$ cat config.mk
export PLATFORM = sky130hd
export DESIGN_NAME = act_wb_arbiter_flat
export DESIGN_NICKNAME = d
export VERILOG_FILES = /design/src/rtl/act_wb_arbiter_pkg.sv /design/src/rtl/act_wb_arbiter_if.sv /design/src/rtl/act_wb_arbiter_lane_fifo.sv /design/src/rtl/act_wb_arbiter.sv /design/src/flat_wrapper.sv
export SDC_FILE = /design/constraint.sdc
export NUM_CORES = 2
export LEC_CHECK = 0
export BUFFER_PORTS_ARGS = -buffer_cell sky130_fd_sc_hd__clkbuf_2
export CAP_MARGIN = 20
export CELL_PAD_IN_SITES_DETAIL_PLACEMENT = 1
export CELL_PAD_IN_SITES_GLOBAL_PLACEMENT = 2
export CORE_MARGIN = 2
export CORE_UTILIZATION = 39
export DETAILED_ROUTE_END_ITERATION = 7
export GPL_TIMING_DRIVEN = 0
export HOLD_SLACK_MARGIN = 0.1
export PLACE_DENSITY_LB_ADDON = 0.1
export SLEW_MARGIN = 20
export SYNTH_ARGS = -nofsm -noshare
export SYNTH_HDL_FRONTEND = slang
export SYNTH_HIERARCHICAL = 1
export SYNTH_SLANG_ARGS = --single-unit
$ cat constraint.sdc
create_clock -name clk -period 13.26 [get_ports clk]
set_clock_uncertainty 0.05 [all_clocks]
set_input_delay 0.663 -clock clk [delete_from_list [all_inputs] [get_ports clk]]
set_output_delay 0.663 -clock clk [all_outputs]
set_load 0.01 [all_outputs]
$ cat src/rtl/act_wb_arbiter_pkg.sv
// act_wb_pkg: shared lane geometry, FIFO entry type and round-robin helper for the write-back scheduler.
package act_wb_pkg;
    localparam int ACC_NUM       = 16;
    localparam int FA_NUM        = 1;
    localparam int ADDRESS_WIDTH = 10;
    localparam int DATA_WIDTH    = 8;
    localparam int LANES         = ACC_NUM + FA_NUM;
    localparam int LW            = $clog2(LANES);
    localparam int FC_LANE       = ACC_NUM;

    typedef struct packed {
        logic [DATA_WIDTH-1:0]    data;
        logic [ADDRESS_WIDTH-1:0] addr;
        logic                     last;
    } entry_t;

    function automatic logic [LW-1:0] rr_next(input logic [LW-1:0] g);
        return (g == LW'(LANES - 1)) ? '0 : g + 1'b1;
    endfunction
endpackage

$ cat src/rtl/act_wb_arbiter_if.sv
// act_wb_arbiter_if: activation-lane inputs and global-buffer write port of the write-back scheduler.
interface act_wb_arbiter_if;
    import act_wb_pkg::*;
    logic                             start_i;
    logic [LANES-1:0]                 lane_en_i;
    logic [LANES-1:0]                 act_valid_i;
    logic [LANES-1:0]                 act_last_i;
    logic [LANES*DATA_WIDTH-1:0]      act_result_i;
    logic [ACC_NUM*ADDRESS_WIDTH-1:0] act_result_address_i;
    logic                             wr_valid_o;
    logic                             wr_ready_i;
    logic [LW+ADDRESS_WIDTH-1:0]      wr_addr_o;
    logic [DATA_WIDTH-1:0]            wr_data_o;
    logic                             wr_last_o;
    logic                             busy_o;
    logic                             done_o;
    logic                             overflow_o;

    modport slave (
        input  start_i, lane_en_i, act_valid_i, act_last_i, act_result_i, act_result_address_i, wr_ready_i,
        output wr_valid_o, wr_addr_o, wr_data_o, wr_last_o, busy_o, done_o, overflow_o
    );
    modport master (
        output start_i, lane_en_i, act_valid_i, act_last_i, act_result_i, act_result_address_i, wr_ready_i,
        input  wr_valid_o, wr_addr_o, wr_data_o, wr_last_o, busy_o, done_o, overflow_o
    );
endinterface

$ cat src/rtl/act_wb_arbiter_lane_fifo.sv
// act_wb_lane_fifo: per-lane sync FIFO; a push into a full FIFO survives only if a pop frees a slot that cycle.
module act_wb_lane_fifo
    import act_wb_pkg::*;
#(
    parameter int DEPTH = 4
) (
    input  logic   clk,
    input  logic   rst_n,
    input  logic   push_i,
    input  logic   pop_i,
    input  entry_t din_i,
    output entry_t dout_o,
    output logic   empty_o,
    output logic   drop_o
);
    localparam int AW = $clog2(DEPTH);

    entry_t        mem_q [DEPTH];
    logic [AW-1:0] wp_q, rp_q;
    logic [AW:0]   cnt_q;
    logic          full, wr;

    assign empty_o = (cnt_q == '0);
    assign full    = (cnt_q == (AW+1)'(DEPTH));
    assign wr      = push_i & (~full | pop_i);
    assign drop_o  = push_i & full & ~pop_i;
    assign dout_o  = mem_q[rp_q];

    always_ff @(posedge clk or negedge rst_n) begin
        if (!rst_n) begin
            wp_q  <= '0;
            rp_q  <= '0;
            cnt_q <= '0;
        end else begin
            wp_q  <= wp_q + AW'(wr);
            rp_q  <= rp_q + AW'(pop_i);
            cnt_q <= cnt_q + (AW+1)'(wr) - (AW+1)'(pop_i);
        end
    end

    always_ff @(posedge clk) begin
        if (wr) mem_q[wp_q] <= din_i;
    end
endmodule

$ cat src/rtl/act_wb_arbiter.sv
// act_wb_arbiter: buffers every activation lane and shares one global-buffer write port round-robin.
module act_wb_arbiter
    import act_wb_pkg::*;
#(
    parameter int FIFO_DEPTH = 4
) (
    input logic            clk,
    input logic            rst_n,
    act_wb_arbiter_if.slave bus
);
    entry_t                      dout [LANES];
    logic [LANES-1:0]            empty, drop, pop, clr, pend_q, pend_d;
    logic [ADDRESS_WIDTH-1:0]    fc_cnt_q;
    logic [LW-1:0]               rr_q, g, idx, hs_lane;
    logic                        any, can_load, hs, start_acc, act, fin;
    logic                        busy_q, done_q, ovf_q;
    logic                        wr_valid_q, wr_last_q;
    logic [LW+ADDRESS_WIDTH-1:0] wr_addr_q;
    logic [DATA_WIDTH-1:0]       wr_data_q;

    for (genvar k = 0; k < LANES; k++) begin : g_lane
        logic [ADDRESS_WIDTH-1:0] addr;
        if (k < ACC_NUM) begin : g_conv
            assign addr = bus.act_result_address_i[k*ADDRESS_WIDTH +: ADDRESS_WIDTH];
        end else begin : g_fc
            assign addr = fc_cnt_q;
        end
        act_wb_lane_fifo #(.DEPTH(FIFO_DEPTH)) u_fifo (
            .clk    (clk),
            .rst_n  (rst_n),
            .push_i (bus.act_valid_i[k]),
            .pop_i  (pop[k]),
            .din_i  (entry_t'{bus.act_result_i[k*DATA_WIDTH +: DATA_WIDTH], addr, bus.act_last_i[k]}),
            .dout_o (dout[k]),
            .empty_o(empty[k]),
            .drop_o (drop[k])
        );
    end

    // first non-empty lane at or after rr_q, wrapping
    always_comb begin
        g   = rr_q;
        idx = '0;
        any = 1'b0;
        for (int i = 0; i < LANES; i++) begin
            idx = LW'((int'(rr_q) + i) % LANES);
            if (!any && !empty[idx]) begin
                any = 1'b1;
                g   = idx;
            end
        end
    end

    assign can_load  = ~wr_valid_q | bus.wr_ready_i;
    assign pop       = (can_load & any) ? (LANES'(1) << g) : '0;
    assign hs        = wr_valid_q & bus.wr_ready_i;
    assign hs_lane   = wr_addr_q[LW+ADDRESS_WIDTH-1 -: LW];
    assign clr       = (hs & wr_last_q) ? (LANES'(1) << hs_lane) : '0;
    assign start_acc = bus.start_i & ~busy_q;
    assign pend_d    = start_acc ? bus.lane_en_i : (pend_q & ~clr);
    assign act       = busy_q | start_acc;
    assign fin       = act & ~|pend_d;

    always_ff @(posedge clk or negedge rst_n) begin
        if (!rst_n) begin
            pend_q     <= '0;
            busy_q     <= 1'b0;
            done_q     <= 1'b0;
            ovf_q      <= 1'b0;
            fc_cnt_q   <= '0;
            rr_q       <= '0;
            wr_valid_q <= 1'b0;
            wr_addr_q  <= '0;
            wr_data_q  <= '0;
            wr_last_q  <= 1'b0;
        end else begin
            pend_q   <= pend_d;
            busy_q   <= act & ~fin;
            done_q   <= fin;
            ovf_q    <= ovf_q | |drop;
            fc_cnt_q <= start_acc ? '0 : fc_cnt_q + ADDRESS_WIDTH'(bus.act_valid_i[FC_LANE]);
            if (can_load && any) begin
                wr_valid_q <= 1'b1;
                wr_addr_q  <= {g, dout[g].addr};
                wr_data_q  <= dout[g].data;
                wr_last_q  <= dout[g].last;
                rr_q       <= rr_next(g);
            end else if (bus.wr_ready_i) begin
                wr_valid_q <= 1'b0;
            end
        end
    end

    assign bus.wr_valid_o = wr_valid_q;
    assign bus.wr_addr_o  = wr_addr_q;
    assign bus.wr_data_o  = wr_data_q;
    assign bus.wr_last_o  = wr_last_q;
    assign bus.busy_o     = busy_q;
    assign bus.done_o     = done_q;
    assign bus.overflow_o = ovf_q;
endmodule

$ cat src/flat_wrapper.sv
// flat-port wrapper written by rule: the top's interface ports become plain ports
module act_wb_arbiter_flat import act_wb_pkg::*;
#(
    parameter int FIFO_DEPTH = 4
)
  (clk, rst_n, bus_start_i, bus_lane_en_i, bus_act_valid_i, bus_act_last_i, bus_act_result_i, bus_act_result_address_i, bus_wr_ready_i, bus_wr_valid_o, bus_wr_addr_o, bus_wr_data_o, bus_wr_last_o, bus_busy_o, bus_done_o, bus_overflow_o);
  act_wb_arbiter_if bus_i ();
  input logic clk;
  input logic rst_n;
  input wire logic [$bits(bus_i.start_i)-1:0] bus_start_i;
  input wire logic [$bits(bus_i.lane_en_i)-1:0] bus_lane_en_i;
  input wire logic [$bits(bus_i.act_valid_i)-1:0] bus_act_valid_i;
  input wire logic [$bits(bus_i.act_last_i)-1:0] bus_act_last_i;
  input wire logic [$bits(bus_i.act_result_i)-1:0] bus_act_result_i;
  input wire logic [$bits(bus_i.act_result_address_i)-1:0] bus_act_result_address_i;
  input wire logic [$bits(bus_i.wr_ready_i)-1:0] bus_wr_ready_i;
  output wire logic [$bits(bus_i.wr_valid_o)-1:0] bus_wr_valid_o;
  output wire logic [$bits(bus_i.wr_addr_o)-1:0] bus_wr_addr_o;
  output wire logic [$bits(bus_i.wr_data_o)-1:0] bus_wr_data_o;
  output wire logic [$bits(bus_i.wr_last_o)-1:0] bus_wr_last_o;
  output wire logic [$bits(bus_i.busy_o)-1:0] bus_busy_o;
  output wire logic [$bits(bus_i.done_o)-1:0] bus_done_o;
  output wire logic [$bits(bus_i.overflow_o)-1:0] bus_overflow_o;
  assign bus_i.start_i = bus_start_i;
  assign bus_i.lane_en_i = bus_lane_en_i;
  assign bus_i.act_valid_i = bus_act_valid_i;
  assign bus_i.act_last_i = bus_act_last_i;
  assign bus_i.act_result_i = bus_act_result_i;
  assign bus_i.act_result_address_i = bus_act_result_address_i;
  assign bus_i.wr_ready_i = bus_wr_ready_i;
  assign bus_wr_valid_o = bus_i.wr_valid_o;
  assign bus_wr_addr_o = bus_i.wr_addr_o;
  assign bus_wr_data_o = bus_i.wr_data_o;
  assign bus_wr_last_o = bus_i.wr_last_o;
  assign bus_busy_o = bus_i.busy_o;
  assign bus_done_o = bus_i.done_o;
  assign bus_overflow_o = bus_i.overflow_o;
  act_wb_arbiter #(.FIFO_DEPTH(FIFO_DEPTH)) u_core (.clk(clk), .rst_n(rst_n), .bus(bus_i));
endmodule
After elaboration in Yosys (flattened, before gate mapping) --
Memories as Yosys holds them, arrays and structs flattened. Cells that the tools add are included.
Operators by class: muxes and demuxes 112, equality and inequality tests 18, $add $sub $neg 86, bitwise operators 117, divide/modulo/power cells 17, reductions and logical operators 69, $lt $le $gt $ge 18, shift-type cells 2
Operator list (number):
- modulo 32 x 6 -> 32 bit, second input constant | 16
- < comparator 5 x 6 -> 1 bit, second input constant | 17
- binary-select mux 19 bit (select 5 bit) | 1
- two-way mux 5 bit | 18
- binary-select mux 1 bit (select 5 bit) | 17
- two-way mux 1 bit | 70
- adder 2 x 1 -> 2 bit | 34
- AND 1 bit | 57
- adder 3 x 1 -> 3 bit | 17
- == test 3 bit, second input constant | 17
- logical NOT 3 bit | 17
- two-way mux 17 bit | 3
- subtractor 3 x 1 -> 3 bit | 17
- adder 5 x 4 -> 6 bit, second input constant | 8
- two-way mux 19 bit | 2
- NOT 1 bit | 37
- OR reduction 17 bit | 2
- left shift 1 x 5 -> 17 bit, first input constant | 2
- logical NOT 1 bit | 32
- modulo 6 x 6 -> 32 bit, second input constant | 1
- adder 5 x 3 -> 6 bit, second input constant | 4
- bitwise OR 1 bit | 20
- AND 17 bit | 1
- logical AND 1 bit | 17
- other kinds (11) | 12
Word-level totals: output and inout port bits 28, bits in writable memories 1292, input port bits 351, register bits 179, memories kept 17
Memory list:
- u_core.g_lane[0].u_fifo.mem_q | depth 4, bits a word 19, rd ports 1, clocked after Yosys merged registers in 0, write ports 1, line act_wb_arbiter_lane_fifo.sv:18 | entry_t mem_q [DEPTH];
- u_core.g_lane[10].u_fifo.mem_q | depth 4, bits a word 19, rd ports 1, clocked after Yosys merged registers in 0, write ports 1, line act_wb_arbiter_lane_fifo.sv:18
- u_core.g_lane[11].u_fifo.mem_q | depth 4, bits a word 19, rd ports 1, clocked after Yosys merged registers in 0, write ports 1, line act_wb_arbiter_lane_fifo.sv:18
- u_core.g_lane[12].u_fifo.mem_q | depth 4, bits a word 19, rd ports 1, clocked after Yosys merged registers in 0, write ports 1, line act_wb_arbiter_lane_fifo.sv:18
- u_core.g_lane[13].u_fifo.mem_q | depth 4, bits a word 19, rd ports 1, clocked after Yosys merged registers in 0, write ports 1, line act_wb_arbiter_lane_fifo.sv:18
- u_core.g_lane[14].u_fifo.mem_q | depth 4, bits a word 19, rd ports 1, clocked after Yosys merged registers in 0, write ports 1, line act_wb_arbiter_lane_fifo.sv:18
- +11 memories

Logic depth before layout (Yosys ltp) --
depth in word-level cells 58, gate-level depth with buffers 56, mapped depth without buffers 38

Modules after synthesis --
The synthesis kept the hierarchy.
Modules (own cells, without submodules):
- act_wb_lane_fifo | cells an instance 127, times used 17, area an instance 3161.8 µm²
- act_wb_arbiter | cells an instance 2695, times used 1, area an instance 20021.7 µm²

Worst setup path before layout --
OpenSTA, ideal clock, no wires.
path kind register to register, start point reg u_core.rr_q[0], end point mem u_core/g_lane[16].u_fifo/mem_q[0][0] (netlist name) (enable), arrival 12623 ps, clock period less this slack 13123 ps, library setup time 450 ps, data required time 12760 ps, path slack 137 ps, stages on the path, launching flop included 50, path buffers 18, cell sequence dfrtp_1 -> buf_4 -> buf_4 -> buf_2 -> buf_2 -> buf_2 -> buf_2 -> buf_2 -> buf_2 -> buf_2 -> buf_2 -> clkbuf_1 -> clkbuf_1 -> inv_1 -> ha_1 -> clkbuf_1 -> inv_1 -> clkbuf_1 -> [... 14 more ...] -> mux2i_1 -> nor3_1 -> a41oi_1 -> o22a_1 -> and3_1 -> nand3_2 -> o32a_1 -> nand3_1 -> nand2_1 -> inv_1 -> buf_4 -> buf_2 -> buf_2 -> ha_1 -> nand2_1 -> nor4_1 -> nor4b_4 -> nor4b_1
Between the ends: longest elaborated chain between the ends 58
RTL lines:
- from (decl) | line act_wb_arbiter.sv:14 | logic [LW-1:0] rr_q, g, idx, hs_lane;
- from (signal assigned) | line act_wb_arbiter.sv:87 | rr_q <= rr_next(g);
- adder 5 x 1 -> 6 bit | line act_wb_arbiter.sv:46 | idx = LW'((int'(rr_q) + i) % LANES);
- modulo 32 x 6 -> 32 bit | line act_wb_arbiter.sv:46
- binary-select mux 1 bit (select 5 bit) | line act_wb_arbiter.sv:47 | if (!any && !empty[idx]) begin
- two-way mux 1 bit (not written as such) | line act_wb_arbiter.sv:47
- logical NOT 1 bit | line act_wb_arbiter.sv:47
- logical AND 1 bit | line act_wb_arbiter.sv:47
- two-way mux 1 bit | line act_wb_arbiter.sv:47
- logical NOT 1 bit | line act_wb_arbiter.sv:47
- [... 43 more ...]
- two-way mux 5 bit or two-way mux 1 bit (tied branches) | line act_wb_arbiter.sv:47
- left shift 1 x 5 -> 17 bit or AND 1 bit (tied branches) | line act_wb_arbiter.sv:55 | assign pop = (can_load & any) ? (LANES'(1) << g) : '0;
- two-way mux 17 bit * | line act_wb_arbiter.sv:55
- via u_core.pop[16] | line act_wb_arbiter.sv:12 | logic [LANES-1:0] empty, drop, pop, clr, pend_q, pend_d;
- bitwise OR 1 bit * | line act_wb_arbiter_lane_fifo.sv:25 | assign wr = push_i & (~full | pop_i);
- AND 1 bit * | line act_wb_arbiter_lane_fifo.sv:25
- two-way mux 1 bit * | line act_wb_arbiter_lane_fifo.sv:42 | if (wr) mem_q[wp_q] <= din_i;
- two-way mux 1 bit (not written as such) * | line act_wb_arbiter_lane_fifo.sv:42
- to (decl) | line act_wb_arbiter_lane_fifo.sv:18
Mark *: on every way through the listed nets, which the timed path passes. The rest lies on a longest branch. The select of a mux whose other input is x is not followed.

Worst setup path after layout --
start point reg u_core.rr_q[0], end point reg u_core.g_lane[10].u_fifo.cnt_q[2]
Between the ends: longest elaborated chain between the ends 58
RTL lines:
- adder 5 x 1 -> 6 bit | line act_wb_arbiter.sv:46
- modulo 32 x 6 -> 32 bit | line act_wb_arbiter.sv:46
- binary-select mux 1 bit (select 5 bit) | line act_wb_arbiter.sv:47
- two-way mux 1 bit (not written as such) | line act_wb_arbiter.sv:47
- logical NOT 1 bit | line act_wb_arbiter.sv:47
- logical AND 1 bit | line act_wb_arbiter.sv:47
- two-way mux 1 bit | line act_wb_arbiter.sv:47
- logical NOT 1 bit | line act_wb_arbiter.sv:47
- [... 44 more ...]
- via u_core.g[1] | line act_wb_arbiter.sv:14
- left shift 1 x 5 -> 17 bit * | line act_wb_arbiter.sv:55
- two-way mux 17 bit * | line act_wb_arbiter.sv:55
- via u_core.pop[10] | line act_wb_arbiter.sv:12
- bitwise OR 1 bit | line act_wb_arbiter_lane_fifo.sv:25
- AND 1 bit | line act_wb_arbiter_lane_fifo.sv:25
- adder 3 x 1 -> 3 bit | line act_wb_arbiter_lane_fifo.sv:37 | cnt_q <= cnt_q + (AW+1)'(wr) - (AW+1)'(pop_i);
- subtractor 3 x 1 -> 3 bit * | line act_wb_arbiter_lane_fifo.sv:37
- to (signal assigned) | line act_wb_arbiter_lane_fifo.sv:37
- to (decl) | line act_wb_arbiter_lane_fifo.sv:20 | logic [AW:0] cnt_q;
Marked as above. A chain may end at the register's enable or synchronous reset.

==> impl_metrics.json <==
{
  "violations": "design-rule violations",
  "yosysUniqueCellTypes": 127,
  "die_h_um": 439,
  "critPathCaptureType": "flop",
  "syn_avg_cell_area_um2": 15.2,
  "period_minus_slack_ns": 13.04,
  "setup_viol": 0,
  "slew_violations": 0,
  "grt_antenna_before_repair": 41,
  "clk_pin_slew_ns": 0.07,
  "async_flop_share_pct": 12.2,
  "drv_cap": 0,
  "synth_fp_nets": 5381,
  "post-route-util_pct": 48.1,
  "clk_latency_ns": 0.83,
  "antenna_left": 0,
  "cts_root_buffer": "clkbuf_16",
  "status": "finished with violations",
  "worst_slew_pin_slew_ns": 1.29,
  "dieArea_um2": 193000,
  "via_per_inst": 5.82,
  "pin_count": 379,
  "ys_seq_area_share_pct": 58.7,
  "drcViolationCount": 6,
  "path_common_cell": "buf_6",
  "cts_buffer_depth": 3,
  "hpwlAfterDp_um": 206000,
  "core_um2": 188000,
  "dp_slack_ns": -6.78,
  "cts_sinks": 1471,
  "final_nets": 6440,
  "yosysWarnings": 6,
  "wl_per_cell_um": 31.5,
  "grt_overflow": 0,
  "htreeDepth": 4,
  "port_buffers": 378,
  "fmax_mhz": 76.7,
  "worstReg2RegStart": "u_core/rr_q[0]",
  "place_congestion": 0.947,
  "reg2reg_depth": 46,
  "grt_pass1_vias": 51100,
  "vias": 49800,
  "cts_buffers": 158,
  "relSlewSlack_pct": 12.9,
  "finalWorstSetupSlack_ns": 0.223,
  "hold_depth": 3,
  "num_rows": 159,
  "drive_gt1_share_pct": 24.5,
  "synthToLayoutAreaGrowth_pct": 22.5,
  "crit_arrival_ns": 13.73,
  "slowest_stage": "nor4b_1",
  "tritoncts": "done",
  "path_class": "flop to flop",
  "drt-total-wl_um": 269000,
  "critPathMaxFanout": 19,
  "synth_top_flop_cell": "edfxtp_1",
  "grt_pass1_wl_um": 383000,
  "synth_seq_cells": 1471,
  "r2r_end": "u_core/g_lane[10].u_fifo/cnt_q[2]",
  "startpoint": "u_core/rr_q[0]",
  "drt_first_pass_iters": 8,
  "crit_end": "u_core/g_lane[10].u_fifo/cnt_q[2]",
  "whs_ns": 0.229,
  "cp.required_ns": 13.95,
  "synth_edf_count": 1292,
  "grt_max_degree": 78,
  "grtUsageTotal_pct": 27.8,
  "first_iter_violations": 4192,
  "hold_class": "input port to flop",
  "start_kind": "flop",
  "post-route-period-util_pct": 98.3,
  "start_util_pct": 39.3,
  "nFillCells": 18600,
  "synthCells": 4854,
  "slowest_delay_ns": 1.12,
  "die_w_um": 439,
  "hold_violations": 0,
  "r2r_slack_ns": 0.22,
  "synth_area_um2": 73800
}
==> logic make-up (layout without fill, tap and decap cells) <==
kind of cell	after synthesis	count (layout)	synth area share [%]
buffers and inverters	413	1603	2.99
other	0	14	0
adders and majority gates	176	176	3.16
DFF	1471	1471	58.7
xor gates and xnor gates	181	181	2.28
muxes	663	663	15.8
AOI/OAI and AO/OA	811	811	8.17
and+or+nand+nor	1139	1139	8.94
==> repair_timing <==
| item | 4_1_cts | 5_1_grt |
|---|---|---|
| pin swaps | 32 | 11 |
| setup buffers | 40 | 14 |
| hold buffers | 327 | 0 |
| hold endpoints to repair | 1307 | 0 |
| gates resized for setup | 128 | 30 |
| endpoints found under the setup margin | 1442 | 1257 |
==> worst max-delay path, delay by kind of cell, from the launching register on <==
kind | cells | cell delay, ns
buffers and inverters | 19 | 3.76
DFF | 1 | 0.54
xor gates and xnor gates | 4 | 1.32
AOI/OAI and AO/OA | 6 | 1.58
adders and majority gates | 6 | 1.45
and+or+nand+nor | 11 | 4.07
==> metrics by stage <==
stage | instances | setup TNS (ns) | instance area [µm²]
after floorplan | 4854 | 0 | 73800
after detailed placement | 7868 | -8521.30 | 80800
after CTS | 8526 | 0 | 90100
after global routing | 8553 | -0.0232 | 90400
after global placement | 7727 | - | 78800
final | 8553 | 0 | 90400
==> cell type report <==
type | instances | area (µm²) | share of cell area [%]
tap | 2495 | 3120 | 3.45
buffer | 270 | 1840 | 2.04
timing repair buffer | 900 | 6840 | 7.56
clock inverter | 75 | 817 | 0.904
inverter | 142 | 537 | 0.594
clock buffer | 216 | 4330 | 4.79
sequential | 1471 | 43300 | 47.9
multi-input combinational | 2970 | 29600 | 32.7
antenna | 14 | 35.0 | 0.0388
==> cell usage after synthesis, types with 18 or more instances <==
library cell	count	area (µm²)
a211oi_1	29	218
nand2b_1	57	357
and3_1	25	156
nand4_1	26	163
inv_1	136	510
xnor2_1	97	850
clkbuf_1	105	394
o211a_1	18	180
o211ai_1	60	450
nand3b_1	21	158
nand3_1	118	591
o22ai_1	25	156
buf_2	96	480
dfrtp_1	179	4480
a21o_1	28	210
xor2_1	73	639
nor4bb_1	37	370
nor3b_1	19	143
o31ai_1	26	195
a22oi_1	32	240
ha_1	159	1990
mux2_2	41	462
nor3_1	105	526
a21oi_1	120	601
edfxtp_1	1292	38800
mux2i_1	269	2690
or3_1	29	181
o21ai_0	114	571
o2111ai_1	22	193
a31oi_1	45	282
buf_6	28	315
a211o_1	21	184
nor4_1	20	125
nor2b_1	46	288
nor4b_1	24	210
and4b_1	24	240
and2_1	50	313
or2_2	23	144
mux4_2	197	4440
nand2_1	249	935
nor2_1	182	683
mux4_1	153	4020
==> metal layers <==
layer | vias to the layer above | part of all wire (%) | track usage, %
met4 | 30 | 4.5 | 11.7
met2 | 1480 | 48 | 45.1
li1 | 21800 | - | -
met1 | 26000 | 42 | 37.2
met3 | 438 | 5.2 | 4.56
met5 | - | 0.067 | 0
==> registers in the layout, summed over array words and instances (netlist names), 5 cells and up <==
register and count:
u_core/bus.wr_addr_o 15, u_core/bus.wr_data_o 8, u_core/fc_cnt_q 10, u_core/g_lane.u_fifo/cnt_q 51
u_core/g_lane.u_fifo/mem_q 1292, u_core/g_lane.u_fifo/rp_q 34, u_core/g_lane.u_fifo/wp_q 34, u_core/pend_q 17
u_core/rr_q 5
==> how the worst min path moves through the flow <==
stage                                     startpoint                          endpoint  slack (ns)
floorplan                                      rst_n                 u_core/bus.busy_o        0.32
global placement    u_core/g_lane[2].u_fifo/cnt_q[2]  u_core/g_lane[2].u_fifo/cnt_q[2]        0.43
detailed placement  u_core/g_lane[9].u_fifo/cnt_q[2]  u_core/g_lane[9].u_fifo/cnt_q[2]        0.44
CTS                                 bus_lane_en_i[9]                  u_core/pend_q[9]        0.13
global route                        bus_lane_en_i[9]                  u_core/pend_q[9]        0.18
finish                              bus_lane_en_i[9]                  u_core/pend_q[9]        0.23
==> cell usage in the layout, fill, tap and decap left out, types with 122 or more instances in the layout <==
cell,instances
edfxtp_1,1292
clkbuf_2,385
dlygate4sd3_1,327
mux2i_1,266
nand2_1,246
mux4_2,197
dfrtp_1,178
nor2_1,175
clkbuf_16,163
ha_1,158
mux4_1,153
clkbuf_1,137
inv_1,135
buf_2,122
Power is left out: the tool's default activity adds up to more than one toggle a clock period on the data nets, which glitch-free logic cannot reach.
